`config.mk`:
```
export PLATFORM = sky130hd
export DESIGN_NAME = ldpc_byte_pack
export DESIGN_NICKNAME = d
export VERILOG_FILES = /design/src/rtl/ldpc_byte_pack_pkg.sv /design/src/rtl/ldpc_frm_cfg.sv /design/src/rtl/ldpc_byte_pack.sv
export SDC_FILE = /design/constraint.sdc
export NUM_CORES = 1
export LEC_CHECK = 0
export ABC_AREA = 1
export CAP_MARGIN = 20
export CORE_ASPECT_RATIO = 0.5
export CORE_UTILIZATION = 29
export CTS_CLUSTER_DIAMETER = 30
export CTS_CLUSTER_SIZE = 8
export DETAILED_ROUTE_END_ITERATION = 10
export PLACE_DENSITY = 0.42
export SLEW_MARGIN = 20
export SYNTH_ARGS = -nofsm -noshare
export SYNTH_HDL_FRONTEND = slang
export SYNTH_SLANG_ARGS = --single-unit
```
`constraint.sdc`:
```
create_clock -name clk -period 3.9 [get_ports clk]
set_input_delay 0.78 -clock clk [delete_from_list [all_inputs] [get_ports clk]]
set_output_delay 0.78 -clock clk [all_outputs]
set_load 0.02 [all_outputs]
```
`src/rtl/ldpc_byte_pack_pkg.sv`:
```
// Shared constants and types for the LDPC byte packer and the byte
// deinterleaver parameter logic.
package ldpc_byte_pack_pkg;

  // Information bytes per LDPC block for each code rate.
  localparam int unsigned BLK_BYTES_R12 = 576;
  localparam int unsigned BLK_BYTES_R34 = 864;

  // LDPC blocks per frame for ofdm_mode=1, bydin_mode=001.
  localparam int unsigned BLK_BASE      = 15;

  // Counter widths.
  localparam int unsigned BIT_CNT_W     = 3;
  localparam int unsigned BYTE_CNT_W    = 10;
  localparam int unsigned BLK_CNT_W     = 7;

  // One-hot deinterleaver mode codes (shared with the deinterleaver mi table).
  localparam logic [2:0] BYDIN_M1 = 3'b001;
  localparam logic [2:0] BYDIN_M2 = 3'b010;
  localparam logic [2:0] BYDIN_M4 = 3'b100;

  typedef enum logic [1:0] {
    IDLE = 2'd0,
    PACK = 2'd1,
    GAP  = 2'd2
  } state_t;

  // Per-cycle control strobes decoded from state and inputs.
  typedef struct packed {
    logic load;     // latch frame configuration
    logic capture;  // current bit becomes bit 7 of byte 0 of a block
    logic accept;   // current bit is packed into the running byte
    logic emit;     // current bit completes a byte
    logic blk_end;  // completed byte is the last of its block
    logic frm_end;  // completed byte is the last of the frame
    logic err;      // framing error this cycle
    logic win_clr;  // force byte_win low next cycle
    logic cnt_clr;  // clear all counters (frame abandoned)
  } pack_ctl_t;

  function automatic logic bydin_valid(input logic [2:0] mode);
    return (mode == BYDIN_M1) || (mode == BYDIN_M2) || (mode == BYDIN_M4);
  endfunction

  // Block-count multiplier for a deinterleaver mode; invalid codes map to 1
  // but are never latched.
  function automatic int unsigned bydin_mult(input logic [2:0] mode);
    int unsigned m;
    unique case (mode)
      BYDIN_M2: m = 2;
      BYDIN_M4: m = 4;
      default:  m = 1;
    endcase
    return m;
  endfunction

endpackage

```
`src/rtl/ldpc_frm_cfg.sv`:
```
// Frame configuration lookup: blocks per frame and bytes per block from the
// mode inputs, plus the register that holds them for the whole frame.
module ldpc_frm_cfg #(
  parameter int unsigned BLK_BYTES_R12 = ldpc_byte_pack_pkg::BLK_BYTES_R12,
  parameter int unsigned BLK_BYTES_R34 = ldpc_byte_pack_pkg::BLK_BYTES_R34,
  parameter int unsigned BLK_BASE      = ldpc_byte_pack_pkg::BLK_BASE
) (
  input  logic       clk,
  input  logic       rst_n,
  input  logic       i_load,
  input  logic       i_ofdm_mode,
  input  logic       i_ldpc_rate,
  input  logic [2:0] i_bydin_mode,
  output logic       o_mode_ok,
  output logic [6:0] o_nblk,
  output logic [9:0] o_blk_bytes
);
  import ldpc_byte_pack_pkg::*;

  logic [6:0] w_nblk;
  logic [9:0] w_blk_bytes;
  logic [6:0] r_nblk;
  logic [9:0] r_blk_bytes;

  // Combinational lookup from the live mode inputs.
  always_comb begin
    o_mode_ok   = bydin_valid(i_bydin_mode);
    w_nblk      = 7'(BLK_BASE * (i_ofdm_mode ? 32'd1 : 32'd2) * bydin_mult(i_bydin_mode));
    w_blk_bytes = i_ldpc_rate ? 10'(BLK_BYTES_R34) : 10'(BLK_BYTES_R12);
  end

  // Hold the looked-up values from frame_start until the next frame_start.
  always_ff @(posedge clk or negedge rst_n) begin
    if (!rst_n) begin
      r_nblk      <= '0;
      r_blk_bytes <= '0;
    end else if (i_load) begin
      r_nblk      <= w_nblk;
      r_blk_bytes <= w_blk_bytes;
    end
  end

  assign o_nblk      = r_nblk;
  assign o_blk_bytes = r_blk_bytes;

endmodule

```
`src/rtl/ldpc_byte_pack.sv`:
```
// Packs serial LDPC information bits MSB-first into bytes and frames them
// for the byte deinterleaver (byte_sync / byte_data / byte_win), counting
// blocks per frame and flagging framing errors.
module ldpc_byte_pack #(
  parameter int unsigned BLK_BYTES_R12 = ldpc_byte_pack_pkg::BLK_BYTES_R12,
  parameter int unsigned BLK_BYTES_R34 = ldpc_byte_pack_pkg::BLK_BYTES_R34,
  parameter int unsigned BLK_BASE      = ldpc_byte_pack_pkg::BLK_BASE
) (
  input  logic       clk,
  input  logic       reset_n,
  input  logic       ldpc_en,
  input  logic       ldpc_bit,
  input  logic       ldpc_sob,
  input  logic       frame_start,
  input  logic       ofdm_mode,
  input  logic       ldpc_rate,
  input  logic [2:0] bydin_mode,
  output logic       byte_sync,
  output logic [7:0] byte_data,
  output logic       byte_win,
  output logic       frame_done,
  output logic       err_pulse
);
  import ldpc_byte_pack_pkg::*;

  state_t                r_state;
  state_t                w_state_nxt;
  pack_ctl_t             w_ctl;

  logic [BIT_CNT_W-1:0]  r_bit_cnt;
  logic [BYTE_CNT_W-1:0] r_byte_cnt;
  logic [BLK_CNT_W-1:0]  r_blk_cnt;
  logic [6:0]            r_shift;

  logic                  r_sync;
  logic [7:0]            r_data;
  logic                  r_win;
  logic                  r_done;
  logic                  r_err;

  logic                  w_sob;
  logic                  w_fs;
  logic                  w_mode_ok;
  logic [6:0]            w_nblk;
  logic [9:0]            w_blk_bytes;
  logic                  w_last_byte;
  logic                  w_last_blk;
  logic                  w_mid_block;
  logic [7:0]            w_byte;

  ldpc_frm_cfg #(
    .BLK_BYTES_R12 (BLK_BYTES_R12),
    .BLK_BYTES_R34 (BLK_BYTES_R34),
    .BLK_BASE      (BLK_BASE)
  ) u_cfg (
    .clk          (clk),
    .rst_n        (reset_n),
    .i_load       (w_ctl.load),
    .i_ofdm_mode  (ofdm_mode),
    .i_ldpc_rate  (ldpc_rate),
    .i_bydin_mode (bydin_mode),
    .o_mode_ok    (w_mode_ok),
    .o_nblk       (w_nblk),
    .o_blk_bytes  (w_blk_bytes)
  );

  // Qualified input events and position decodes.
  always_comb begin
    w_sob       = ldpc_en & ldpc_sob;
    w_fs        = w_sob & frame_start;
    w_last_byte = (r_byte_cnt == (w_blk_bytes - 10'd1));
    w_last_blk  = (r_blk_cnt == (w_nblk - 7'd1));
    w_mid_block = (r_bit_cnt != '0) || (r_byte_cnt != '0);
    w_byte      = {r_shift, ldpc_bit};
  end

  // State register.
  always_ff @(posedge clk or negedge reset_n) begin
    if (!reset_n) r_state <= IDLE;
    else          r_state <= w_state_nxt;
  end

  // Control decode: what the current cycle's input means in this state.
  always_comb begin
    w_ctl = '0;
    unique case (r_state)
      IDLE: begin
        if (w_fs) begin
          if (w_mode_ok) begin
            w_ctl.load    = 1'b1;
            w_ctl.capture = 1'b1;
          end else begin
            w_ctl.err     = 1'b1;
            w_ctl.win_clr = 1'b1;
            w_ctl.cnt_clr = 1'b1;
          end
        end
      end
      PACK: begin
        if (w_fs) begin
          w_ctl.err     = 1'b1;
          w_ctl.win_clr = 1'b1;
          if (w_mode_ok) begin
            w_ctl.load    = 1'b1;
            w_ctl.capture = 1'b1;
          end else begin
            w_ctl.cnt_clr = 1'b1;
          end
        end else if (w_sob && w_mid_block) begin
          w_ctl.err     = 1'b1;
          w_ctl.capture = 1'b1;
        end else if (ldpc_en) begin
          w_ctl.accept = 1'b1;
          if (r_bit_cnt == 3'd7) begin
            w_ctl.emit    = 1'b1;
            w_ctl.blk_end = w_last_byte;
            w_ctl.frm_end = w_last_byte & w_last_blk;
          end
        end
      end
      GAP: begin
        if (w_fs) begin
          w_ctl.err     = 1'b1;
          w_ctl.win_clr = 1'b1;
          if (w_mode_ok) begin
            w_ctl.load    = 1'b1;
            w_ctl.capture = 1'b1;
          end else begin
            w_ctl.cnt_clr = 1'b1;
          end
        end else if (w_sob) begin
          w_ctl.capture = 1'b1;
        end else if (ldpc_en) begin
          w_ctl.err = 1'b1;
        end
      end
      default: ;
    endcase
  end

  // Next state: every capture lands in PACK; abandonment and frame end go
  // to IDLE; a finished block waits in GAP.
  always_comb begin
    w_state_nxt = r_state;
    if (w_ctl.capture)      w_state_nxt = PACK;
    else if (w_ctl.cnt_clr) w_state_nxt = IDLE;
    else if (w_ctl.frm_end) w_state_nxt = IDLE;
    else if (w_ctl.blk_end) w_state_nxt = GAP;
  end

  // Bit shifter: every packed or captured bit enters at the LSB.
  always_ff @(posedge clk or negedge reset_n) begin
    if (!reset_n)                            r_shift <= '0;
    else if (w_ctl.capture || w_ctl.accept)  r_shift <= {r_shift[5:0], ldpc_bit};
  end

  // Bit, byte and block counters.
  always_ff @(posedge clk or negedge reset_n) begin
    if (!reset_n) begin
      r_bit_cnt  <= '0;
      r_byte_cnt <= '0;
      r_blk_cnt  <= '0;
    end else if (w_ctl.cnt_clr) begin
      r_bit_cnt  <= '0;
      r_byte_cnt <= '0;
      r_blk_cnt  <= '0;
    end else if (w_ctl.capture) begin
      // A mid-block restart keeps blk_cnt; only a new frame rewinds it.
      r_bit_cnt  <= 3'd1;
      r_byte_cnt <= '0;
      if (w_ctl.load) r_blk_cnt <= '0;
    end else if (w_ctl.accept) begin
      r_bit_cnt <= r_bit_cnt + 3'd1;
      if (w_ctl.emit) begin
        if (w_ctl.blk_end) begin
          r_byte_cnt <= '0;
          r_blk_cnt  <= w_ctl.frm_end ? '0 : r_blk_cnt + 7'd1;
        end else begin
          r_byte_cnt <= r_byte_cnt + 10'd1;
        end
      end
    end
  end

  // Registered outputs, one cycle after the completing bit.
  always_ff @(posedge clk or negedge reset_n) begin
    if (!reset_n) begin
      r_sync <= 1'b0;
      r_data <= '0;
      r_done <= 1'b0;
      r_err  <= 1'b0;
    end else begin
      r_sync <= w_ctl.emit;
      r_done <= w_ctl.frm_end;
      r_err  <= w_ctl.err;
      if (w_ctl.emit) r_data <= w_byte;
    end
  end

  // Frame window: rises with the first byte_sync, falls the cycle after
  // frame_done or immediately after an abort.
  always_ff @(posedge clk or negedge reset_n) begin
    if (!reset_n)           r_win <= 1'b0;
    else if (w_ctl.win_clr) r_win <= 1'b0;
    else if (w_ctl.emit)    r_win <= 1'b1;
    else if (r_done)        r_win <= 1'b0;
  end

  assign byte_sync  = r_sync;
  assign byte_data  = r_data;
  assign byte_win   = r_win;
  assign frame_done = r_done;
  assign err_pulse  = r_err;

endmodule

```
Word level (Yosys, flattened, before mapping)
Index checks and enable logic that the tools add are counted.
{"block": "op_classes", "n_addsub": 5, "multipliers": 2, "n_div": 0, "magnitude_cmp": 0, "eq_ne": 9, "shift": 0, "mux": 47, "bitwise_logic": 3, "n_reduce_logical": 15}
{"op": "10-bit two-way mux", "n": 5}
{"op": "7-bit two-way mux", "n": 7}
{"op": "32-bit by 3-bit multiplier with 7-bit output", "n": 1}
{"op": "4-bit by 32-bit multiplier with 32-bit output (first input constant)", "n": 1}
{"op": "3-bit two-way mux", "n": 6}
{"op": "2-bit two-way mux", "n": 8}
{"op": "4-bit two-way mux", "n": 4}
{"op": "3-bit nonzero test", "n": 5}
{"op": "1-bit two-way mux", "n": 13}
{"op": "10-bit by 1-bit adder with 10-bit output (second input constant)", "n": 1}
{"op": "10-bit equality test", "n": 1}
{"op": "10-bit nonzero test", "n": 1}
{"op": "10-bit by 1-bit subtractor with 10-bit output (second input constant)", "n": 1}
{"op": "9-bit two-way mux", "n": 1}
{"op": "3-bit case mux with 3 select lines", "n": 1}
{"op": "7-bit by 1-bit adder with 7-bit output (second input constant)", "n": 1}
{"op": "7-bit equality test", "n": 1}
{"op": "7-bit by 1-bit subtractor with 7-bit output (second input constant)", "n": 1}
{"op": "3-bit equality test (second input constant)", "n": 2}
{"op": "2-bit case mux with 3 select lines", "n": 1}
{"op": "3-bit case mux with 2 select lines", "n": 1}
{"op": "1-bit logical OR", "n": 4}
{"op": "4-bit AND reduction", "n": 1}
{"op": "4-bit nonzero test", "n": 1}
{"op": "other kinds (10)", "n": 12}
{"block": "totals", "ff_bits": 58, "latchBits": 0, "ram_bits": 0, "mem_bits_ro": 0, "inputBits": 11, "output_inout_bits": 12, "elab_cells": 93, "mem_count": 0}

Depth between registers and ports, before layout
{"block": "logic_depth", "ltp_word": 14, "mapped_depth": 15, "depth_no_buf": 15}

Hierarchy
Synthesis repeated with hierarchy kept, for this count alone.
{"block": "hier_totals", "cells_unflattened": 466, "area_unflattened_um2": 3434.5}
{"mod": "ldpc_byte_pack", "n_inst": 1, "cells_each": 385, "area_per_inst_um2": 2751.4, "seq_area_each_um2": 1026.0}
{"mod": "ldpc_frm_cfg", "n_inst": 1, "cells_each": 81, "area_per_inst_um2": 683.2, "seq_area_each_um2": 225.2}

Worst setup path before layout
No wires, ideal clock.
{"block": "synth_timing", "kind": "input port to flip-flop", "from": "in bydin_mode[0]", "to": "reg u_cfg.r_nblk[6], in the netlist u_cfg.o_nblk[6]", "arrival_ns": 2.327, "t_required_ns": 3.761, "slack_ns": 1.434, "stages": 11, "cell_sequence": "inv_1 nand3_1 inv_1 nand2_1 fa_1 fa_1 inv_1 o21ai_0 nand2_1 xor2_1 o21ai_0"}
{"block": "synth_between", "elab_chain_cells": 6, "elab_cells_between_ends": 11}
{"element": "start, declared", "line_no": "ldpc_byte_pack.sv:17", "rtl": "input logic [2:0] bydin_mode,"}
{"element": "branches (longest 6 deep; another with 32-bit by 3-bit multiplier with 7-bit output)"}
{"element": "end signal, assigned", "line_no": "ldpc_frm_cfg.sv:38", "rtl": "r_nblk <= w_nblk;"}
{"element": "end, declared", "line_no": "ldpc_frm_cfg.sv:22", "rtl": "logic [6:0] r_nblk;"}
Parallel ways; which one is timed is not known.
A chain may end at the register's enable or synchronous reset.

Final worst setup path
Same ends and word-level chain as after synthesis.

==> results by group <==
Run status
  – Outcome: finished clean

Global route
  – Via count of the first global-routing pass: 2323
  – Number of antenna violations at the first check in global routing: 0
  – First-pass GRT wire length: between 10 and 15 mm
  – Global-route congestion overflow total: 0
  – Global-route usage over all layers: roughly an eighth
  – Largest net degree at the start of global routing: 31

Run
  – Max-cap check violation count: 0

Setup path
  – Crit path buf inv count: 4
  – Arrival time at the worst endpoint: about 3.0 ns
  – Most frequent cell on the critical path: sky130_fd_sc_hd__nand2_1
  – Critical register-to-register path endpoint: r_blk_cnt[3]
  – Worst stage delay on the critical path: ~0.5 ns
  – Kind of cell adding the most delay to the critical path: adder cells
  – Critical path endpoint category: flip-flop
  – Minimum setup slack among reg-to-reg paths: between 1.5 and 2 ns
  – Number of cells on the worst reg-to-reg path: 13
  – Data required time at the worst endpoint: slightly above 4 ns
  – CP Launch Type: input pin
  – Slowest CP cell: sky130_fd_sc_hd__clkdlybuf4s50_1
  – R2R Path Start: r_byte_cnt[0]
  – Critical-path cell list: clkdlybuf4s50_1, inv_1, nand2_1, nand2_1, nand2_1, inv_1, fa_1, fa_1, inv_1, o21ai_0, nand2_1, xor2_1, o21ai_0
  – Startpoint-to-endpoint class of the critical path: input pin to flip-flop
  – Largest fanout on the critical path: 3

Placed design
  – Total half-perimeter wirelength after legalization and detailed placement: roughly 4.8 mm
  – Global placer's final weighted congestion: 0.762
  – Number of cells after detailed placement: ~540
  – Quantity of I/O buffers inserted on ports: 22

Pwr
  – Total power draw: around 0.0010 W
  – Pleak: between 1.5 and 2 nW
  – Reg power frac: between 50% and 60%
  – Power share of the combinational group: under 10%
  – Cell area power density: slightly below 300 nW/um^2
  – Fraction of power spent switching nets: about a quarter
  – IR drop worst, VDD: 0.124 mV
  – Internal Dissipation: around 0.00078 W
  – Clock power frac: about 45%
  – Sw Pwr: roughly 0.00025 W

Clock tree
  – Post_cts resized: 0
  – Clock buffers created by TritonCTS: 5
  – Deepest clock path buffer count: 2
  – Clock Sinks: 50
  – Clock root buffer: sky130_fd_sc_hd__clkbuf_16
  – H-tree levels: 2
  – Clk slew on worst S/H paths: around 0.070 ns
  – Post-CTS Setup Bufs: 0
  – CTS tree: done
  – Clock insertion delay at the later pin of the skew report: ~0.30 ns
  – Quantity of hold-fixing buffers added after cts: 0

Floorplan
  – Total core area: 10200 um^2
  – Chip Width: 147 um
  – Initial Util: between 20% and 30%
  – Vertical extent of the die: ~75 um
  – Standard-cell row count: 26
  – Number of top-level design ports: 23
  – Die ar.: between 10000 and 15000 um^2

Timing
  – Hold violation count in the final report: 0
  – Count of final max-slew check failures: 0
  – Worst hold slack: about 0.48 ns
  – Share of the clock period used by the worst path: between 70 and 80%
  – Period minus WS final: about 2.8 ns
  – Slew HR: 53.4%
  – Unrepaired setup endpoints after global routing: false
  – Top achievable clock speed: about 0.36 GHz
  – Setup violators final: 0
  – Total Negative Setup Slacks: 0 ns
  – Worst Skew: between 0.008 and 0.009 ns
  – Slew at the pin closest to its max-slew limit: 0.700 ns

Finish
  – Total inserted antenna cells: 0
  – Core occupancy in the finished layout: between 30% and 40%
  – Most common cell after layout, fill and taps aside: sky130_fd_sc_hd__nand2_1
  – Most frequent cells in the layout: 89 x sky130_fd_sc_hd__nand2_1, 50 x sky130_fd_sc_hd__dfrtp_1, 49 x sky130_fd_sc_hd__inv_1, 31 x sky130_fd_sc_hd__nor2_1, 25 x sky130_fd_sc_hd__nand3_1
  – Area Growth Syn to Fin: 17.2%
  – Non-filler cells in the finished layout: around 540
  – Share of layout cells above drive strength 1: 9.43%
  – Net total in the final layout: around 430

Logic synthesis
  – Post-synthesis register bit count: 50
  – Gate count after technology mapping: between 300 and 400
  – Number of distinct library cell variants in the gate-level netlist after synthesis: 36
  – Register area share after synthesis: between 40% and 50%
  – Syn Std Cell Area: 3060 um^2
  – Average cell area after synthesis: approximately 8.2 um^2
  – Yosys warning count: 0

Drt
  – Drc violations: 0
  – Via count: 2412
  – Drt first-iter violations: 106
  – Number of nets with antenna violations after routing: 0
  – First-pass detailed-route iteration total: 4
  – Sum of routed wire length over all layers: roughly 6.3 mm
  – Vias per inst: roughly 4.4
  – Average detailed-routed wire length per instance: between 10 and 15 um

Hold path
  – Hold Crit Start: byte_win
  – Worst min-delay path endpoint: byte_win
  – Class of the tightest hold or removal check: flip-flop to flip-flop
  – Hold depth: 2
-- through the flow --
step	setup slack [ns]	area, um^2
floorplan	1.43	3070
global placement	0.846	3430
detailed placement	0.769	3430
CTS	1.10	3580
global route	0.841	3580
finish	1.10	3580
-- cells by family after synthesis --
kind of cell	after synthesis	share of synthesized area, %
other cells	1	0.123
flops	50	40.9
buf+inv	57	7.69
compound gates	41	7.24
xor+xnor	22	6.30
simple gates	182	29.1
fa+ha+maj	20	8.67
-- power by group through the flow --
stage	Sequential, W	Combinational, W	Clock, W
finish	0.000518	0.0000523	0.000465
global route	0.000518	0.0000616	0.000501
detailed placement	0.000528	0.0000536	0
global placement	0.000528	0.0000529	0
floorplan	0.000528	0.0000244	0
CTS	0.000518	0.0000542	0.000483
-- worst min-delay path: stages (launching register included) --
cell and delay, ns:
sky130_fd_sc_hd__dfrtp_1 0.34, sky130_fd_sc_hd__a21oi_1 0.06, sky130_fd_sc_hd__inv_1 0.04
-- metal layers --
| metal | GRT usage, % | vias up | share of wire, % |
|---|---|---|---|
| li1 | - | 1240 | - |
| met1 | 15.7 | 1141 | 49 |
| met2 | 21.6 | 26 | 47 |
| met3 | 2.91 | 5 | 2.7 |
| met4 | 3.09 | 0 | 0.84 |
| met5 | 0 | - | 0 |
-- how the worst max path moves through the flow --
stage | startpoint | endpoint | slack (ns) | cells past startpoint
4_1_cts | bydin_mode[0] | u_cfg.o_nblk[6] | 1.10 | 13
5_1_grt | bydin_mode[0] | u_cfg.o_nblk[6] | 0.84 | 13
6_report | bydin_mode[0] | u_cfg.o_nblk[6] | 1.10 | 13
3_3_place_gp | bydin_mode[0] | u_cfg.o_nblk[6] | 0.85 | 13
2_1_floorplan | bydin_mode[0] | u_cfg.o_nblk[6] | 1.43 | 11
3_5_place_dp | bydin_mode[0] | u_cfg.o_nblk[6] | 0.77 | 13
-- state kept, by name (all words and copies together), names as in the netlist --
| name | cells |
|---|---|
| err_pulse | 1 |
| r_bit_cnt | 3 |
| byte_data | 8 |
| r_state | 2 |
| u_cfg.o_nblk | 7 |
| u_cfg.o_blk_bytes | 2 |
| frame_done | 1 |
| byte_win | 1 |
| r_byte_cnt | 10 |
| byte_sync | 1 |
| r_blk_cnt | 7 |
| r_shift | 7 |
-- cells in the mapped netlist --
| library cell | count | area (um^2) |
|---|---|---|
| sky130_fd_sc_hd__o2111ai_2 | 1 | 15.0 |
| sky130_fd_sc_hd__conb_1 | 1 | 3.75 |
| sky130_fd_sc_hd__o22ai_1 | 1 | 6.26 |
| sky130_fd_sc_hd__fa_1 | 2 | 40.0 |
| sky130_fd_sc_hd__inv_4 | 1 | 6.26 |
| sky130_fd_sc_hd__nor2_1 | 31 | 116 |
| sky130_fd_sc_hd__o21ai_1 | 6 | 30.0 |
| sky130_fd_sc_hd__nand2_4 | 5 | 56.3 |
| sky130_fd_sc_hd__inv_1 | 49 | 184 |
| sky130_fd_sc_hd__ha_1 | 18 | 225 |
| sky130_fd_sc_hd__nand3_1 | 25 | 125 |
| sky130_fd_sc_hd__nor2_4 | 1 | 11.3 |
| sky130_fd_sc_hd__nor2_8 | 1 | 20.0 |
| sky130_fd_sc_hd__dfrtp_1 | 50 | 1250 |
| sky130_fd_sc_hd__nand4_1 | 7 | 43.8 |
| sky130_fd_sc_hd__o21a_1 | 1 | 7.51 |
| sky130_fd_sc_hd__xor2_1 | 12 | 105 |
| sky130_fd_sc_hd__or2_2 | 3 | 18.8 |
| sky130_fd_sc_hd__clkbuf_1 | 1 | 3.75 |
| sky130_fd_sc_hd__nand2_8 | 1 | 20.0 |
| sky130_fd_sc_hd__a21oi_1 | 13 | 65.1 |
| sky130_fd_sc_hd__nor2_2 | 3 | 18.8 |
| sky130_fd_sc_hd__o31ai_1 | 1 | 7.51 |
| sky130_fd_sc_hd__nand3_2 | 4 | 40.0 |
| sky130_fd_sc_hd__buf_8 | 1 | 15.0 |
| sky130_fd_sc_hd__nor3_1 | 4 | 20.0 |
| sky130_fd_sc_hd__inv_2 | 4 | 15.0 |
| sky130_fd_sc_hd__and3_1 | 1 | 6.26 |
| sky130_fd_sc_hd__or2_0 | 1 | 6.26 |
| sky130_fd_sc_hd__o21ai_0 | 18 | 90.1 |
| sky130_fd_sc_hd__nand2_2 | 3 | 18.8 |
| sky130_fd_sc_hd__nand3_4 | 1 | 17.5 |
| sky130_fd_sc_hd__nand3b_1 | 2 | 15.0 |
| sky130_fd_sc_hd__buf_6 | 1 | 11.3 |
| sky130_fd_sc_hd__xnor2_1 | 10 | 87.6 |
| sky130_fd_sc_hd__nand2_1 | 89 | 334 |
-- final cells by class --
type,count,area [um^2]
clock buffer,5,125
fill,1073,6630
multi-input combinational,268,1580
tap,140,175
clock inverter,3,26.3
timing repair buffer,23,223
inverter,54,205
sequential,50,1250
Note: power is estimated with default switching activity, not from simulation.
